File: src/rtl/core_inv_if.sv
// core_inv_if: valid/ready request and response bundle for core_inv.
interface core_inv_if;
  logic       in_valid;
  logic       in_ready;
  logic [3:0] in_res;
  logic [2:0] in_n1;
  logic       opt;
  logic       out_valid;
  logic       out_ready;
  logic [2:0] out_n0;
  logic       out_err;
  modport slave (
    input  in_valid, in_res, in_n1, opt, out_ready,
    output in_ready, out_valid, out_n0, out_err
  );
  modport master (
    output in_valid, in_res, in_n1, opt, out_ready,
    input  in_ready, out_valid, out_n0, out_err
  );
endinterface

File: src/rtl/core_inv.sv
// core_inv: bit-serial recovery of n0 from an add/subtract result, one full-adder step per clock.
module core_inv (
  input logic       clk,
  input logic       rst,
  core_inv_if.slave bus
);
  typedef enum logic [1:0] {IDLE, CALC, DONE} state_t;
  state_t     state_q, state_d;
  logic [1:0] cnt_q, cnt_d;
  logic       carry_q, carry_d;
  logic [3:0] res_q, res_d;
  logic [3:0] b_q, b_d;
  logic [3:0] sum_q, sum_d;
  logic       fa_s, fa_c;
  assign fa_s = res_q[cnt_q] ^ b_q[cnt_q] ^ carry_q;
  assign fa_c = (res_q[cnt_q] & b_q[cnt_q]) | (carry_q & (res_q[cnt_q] ^ b_q[cnt_q]));
  // Subtraction of n1 is folded into the operand latch as ~n1 with carry-in 1.
  always_comb begin
    state_d = state_q;
    cnt_d   = cnt_q;
    carry_d = carry_q;
    res_d   = res_q;
    b_d     = b_q;
    sum_d   = sum_q;
    case (state_q)
      IDLE: if (bus.in_valid) begin
        res_d   = bus.in_res;
        b_d     = bus.opt ? {1'b0, bus.in_n1} : ~{1'b0, bus.in_n1};
        carry_d = ~bus.opt;
        cnt_d   = 2'd0;
        state_d = CALC;
      end
      CALC: begin
        sum_d[cnt_q] = fa_s;
        carry_d      = fa_c;
        cnt_d        = cnt_q + 2'd1;
        state_d      = (cnt_q == 2'd3) ? DONE : CALC;
      end
      DONE:    state_d = bus.out_ready ? IDLE : DONE;
      default: state_d = IDLE;
    endcase
  end
  always_ff @(posedge clk or posedge rst) begin
    if (rst) begin
      state_q <= IDLE;
      cnt_q   <= '0;
      carry_q <= 1'b0;
      res_q   <= '0;
      b_q     <= '0;
      sum_q   <= '0;
    end else begin
      state_q <= state_d;
      cnt_q   <= cnt_d;
      carry_q <= carry_d;
      res_q   <= res_d;
      b_q     <= b_d;
      sum_q   <= sum_d;
    end
  end
  assign bus.in_ready  = state_q == IDLE;
  assign bus.out_valid = state_q == DONE;
  assign bus.out_n0    = bus.out_valid ? sum_q[2:0] : 3'd0;
  assign bus.out_err   = bus.out_valid & sum_q[3];
endmodule

File: src/flat_wrapper.sv
// flat-port wrapper written by rule: the top's interface ports become plain ports
module core_inv_flat 
  (clk, rst, bus_in_valid, bus_in_res, bus_in_n1, bus_opt, bus_out_ready, bus_in_ready, bus_out_valid, bus_out_n0, bus_out_err);
  core_inv_if bus_i ();
  input logic clk;
  input logic rst;
  input wire logic [$bits(bus_i.in_valid)-1:0] bus_in_valid;
  input wire logic [$bits(bus_i.in_res)-1:0] bus_in_res;
  input wire logic [$bits(bus_i.in_n1)-1:0] bus_in_n1;
  input wire logic [$bits(bus_i.opt)-1:0] bus_opt;
  input wire logic [$bits(bus_i.out_ready)-1:0] bus_out_ready;
  output wire logic [$bits(bus_i.in_ready)-1:0] bus_in_ready;
  output wire logic [$bits(bus_i.out_valid)-1:0] bus_out_valid;
  output wire logic [$bits(bus_i.out_n0)-1:0] bus_out_n0;
  output wire logic [$bits(bus_i.out_err)-1:0] bus_out_err;
  assign bus_i.in_valid = bus_in_valid;
  assign bus_i.in_res = bus_in_res;
  assign bus_i.in_n1 = bus_in_n1;
  assign bus_i.opt = bus_opt;
  assign bus_i.out_ready = bus_out_ready;
  assign bus_in_ready = bus_i.in_ready;
  assign bus_out_valid = bus_i.out_valid;
  assign bus_out_n0 = bus_i.out_n0;
  assign bus_out_err = bus_i.out_err;
  core_inv u_core (.clk(clk), .rst(rst), .bus(bus_i));
endmodule
File: config.mk
export PLATFORM = sky130hd
export DESIGN_NAME = core_inv_flat
export DESIGN_NICKNAME = d
export VERILOG_FILES = /design/src/rtl/core_inv_if.sv /design/src/rtl/core_inv.sv /design/src/flat_wrapper.sv
export SDC_FILE = /design/constraint.sdc
export NUM_CORES = 1
export LEC_CHECK = 0
export ABC_CLOCK_PERIOD_IN_PS = 1750
export CORE_AREA = 10 10 58 60
export CTS_CLUSTER_DIAMETER = 50
export DETAILED_ROUTE_END_ITERATION = 8
export DIE_AREA = 0 0 68 70
export PLACE_DENSITY = 0.64
export SYNTH_ARGS = -nofsm -noshare
export SYNTH_HDL_FRONTEND = slang
export SYNTH_SLANG_ARGS = --single-unit
File: constraint.sdc
create_clock -name clk -period 1.75 [get_ports clk]
set_input_delay 0.35 -clock clk [delete_from_list [all_inputs] [get_ports clk]]
set_output_delay 0.35 -clock clk [all_outputs]
set_load 0.005 [all_outputs]
==> impl_metrics.ini <==
[synthesis]
synth_edf_count = 0
synth_top_family_by_area = multiplexers
synth.area.mux_share_pct = 18.0
ys_seq_area_share_pct = 49.9
syn_area_per_cell_sq_um = 12.4
synth_top_area_cell = dfrtp_1
synthTopCellsByArea = dfrtp_1 50%, mux2_2 9.2%, ha_1 5.9%
synth_warnings = 0
synth_seq_cells = 17
netlist_instances = 69
synth-simple-area-share_pct = 11.4
synth_top_area_share_pct = 49.9
yosysMostFrequentCell = dfrtp_1
yosys_most_used_dff = dfrtp_1
syn_nets = 86
synthArstFlopShare_pct = 100
synth_fa_ha_area_share_pct = 8.21
synth_compound_area_share_pct = 6.30
netlist_top_cells_count = 17 x dfrtp_1, 9 x nand2_1, 7 x mux2_2
syn_area_sq_um = 853
synthDistinctLibCells = 20
yosys.area_share.xor_xnor_pct = 3.08

[placed_design]
portBuffers = 17
dpl.hpwl_um = 1230
gp_congestion = 0.744
dp_cells = 122
dpl_cell_area_sq_um = 1100

[route]
post_drt_via_cell_ratio = 4.63
first_pass_iters = 3
num_vias = 583
wl_met2_um = 716
drt_wl_total_um = 1500
met1_length_um = 656
first_iter_violations = 6
highest_layer = met4
ant_nets = 0
routedWlPerCell_um = 11.9
drcViolationCount = 0
routed-wl-met3_um = 118

[sta]
finalClockSkew_ns = 0.00514
slew_headroom_pct = 70.5
drv_slew = 0
hold_ws_ns = 0.366
worst_slack_ns = -0.0561
rsz0062_at_grt = yes
finalCriticalPeriod_ns = 1.81
period_share_pct = 103
setup_viol = 4
max_slew.worst_pin.slew_ns = 0.441
max_freq_ghz = 0.554
hold_viol_final = 0

[outcome]
violations = negative setup slack
outcome = finished with violations

[setup_path]
ff2ff_setup_slack_ns = -0.06
crit_path_max_fanout = 4
cp.required_ns = 1.93
cp.arrival_ns = 1.99
r2r_end = u_core.sum_q[2]
timing.rr.start = u_core.cnt_q[0]
endpoint_kind = flip-flop
start_kind = flip-flop
worstSetupPathType = flip-flop to flip-flop
reg2regPathDepth = 3

[final_layout]
layoutNonFillerInstCount = 126
n_antenna_cell = 0
final_util_pct = 48.2
drive_above_1_share_pct = 27.1
final_cell_area_sq_um = 1130
nets = 114
area_growth_pct = 32.4

[clocking]
clkSinkCount = 17
cts_buffers = 3
cts_setup_buffers = 0
cts_buffer_depth = 2
clk_pin_slew_ns = 0.10
cts_tree = yes
h-tree-depth = 1
cts-root-buf = clkbuf_4
hold_buffers = 0
worstSkewPairLatency_ns = 0.28

[global_routing]
grt_overflow = 0
grt_use_total_pct = 6.79
grt_pass1_wl_um = 2710
grt_pass1_vias = 640
grt_max_degree = 18
antenna_found_initial = 0

[die]
core_area_sq_um = 2340
die-area_sq_um = 4760
die_height_um = 70
io_pins = 18
die_w_um = 68
rows = 18
start_util_pct = 36.4

[hold_path]
holdCritPathClass = input pin to asynchronous set/reset pin

[power_and_ir_drop]
p_leak_nw = 0.541
cellPowerDensity_nw_per_um2 = 1620
ir_worst_vdd_mv = 0.877

[job]
cap_violations = 0
## critical path: stages (launching register included)
cell,delay [ns]
dfrtp_2,0.41
mux4_2,0.52
fa_2,0.49
mux2_4,0.28
## how the worst max path moves through the flow
stage               startpoint              end  slack (ns)  cells past startpoint
4_1_cts        u_core.cnt_q[0]  u_core.sum_q[2]       -0.05                      3
2_1_floorplan  u_core.cnt_q[0]  u_core.sum_q[3]       -0.06                      3
5_1_grt        u_core.cnt_q[0]  u_core.sum_q[0]       -0.11                      3
3_5_place_dp   u_core.cnt_q[0]  u_core.sum_q[2]       -0.08                      3
3_3_place_gp   u_core.cnt_q[0]  u_core.sum_q[1]       -0.05                      3
6_report       u_core.cnt_q[0]  u_core.sum_q[2]       -0.06                      3
## final cells by class
type                            instances  area (sq um)
Fill cell                             244          1210
Timing Repair Buffer                   24           215
Sequential cell                        17           427
Tap cell                               30          37.5
Clock buffer                            4          26.3
Multi-Input combinational cell         47           409
Inverter                                4          15.0
## cell usage in the layout, fill, tap and decap left out, types with 3 or more instances in the layout
master and n:
clkbuf_4 3, xor2_1 3, dlygate4sd2_1 6, buf_4 7
inv_1 4, mux2_4 3, nand2_1 9, clkdlybuf4s50_1 11
o21ai_0 6, mux2_2 6, and2_1 4, dfrtp_1 16
ha_1 4
## state kept, by name, indices dropped and copies added, names as in the netlist
name	flops
u_core.state_q	2
u_core.carry_q	1
u_core.cnt_q	2
u_core.sum_q	4
u_core.b_q	4
u_core.res_q	4
## what timing repair did
action,CTS,global route
gates resized for setup,8,1
pin swaps,1,1
gates cloned,0,0
setup endpoints to repair,11,5
## per-layer routing
layer | vias to the layer above | global-route usage, %
li1 | 289 | -
met1 | 275 | 7.73
met2 | 17 | 11.4
met3 | 2 | 3.35
met4 | 0 | 0.671
met5 | - | 0
## stage by stage
step | setup slack (ns) | TNS [ns] | total power, mW
after detailed placement | -0.0823 | -0.314 | 1.64
after global placement | -0.0506 | -0.196 | 1.61
after floorplan | -0.0611 | -0.244 | 1.34
final | -0.0561 | -0.188 | 1.83
after CTS | -0.0525 | -0.191 | 1.85
after global routing | -0.109 | -0.437 | 2.00
## kinds of logic (layout without fill, tap and decap cells)
| family | count (synthesis) | count (layout) |
|---|---|---|
| simple gates | 19 | 19 |
| mux | 11 | 11 |
| xor+xnor | 3 | 3 |
| buf+inv | 5 | 32 |
| fa+ha+maj | 5 | 5 |
| compound gates | 9 | 9 |
| flops | 17 | 17 |
## where the power goes
part	switching, mW	internal [mW]	total [mW]
clock	0.116	0.0885	0.204
combinational	0.369	0.552	0.921
sequential	0.111	0.596	0.707
total	0.596	1.24	1.83
(Power assumes the default switching activity.)
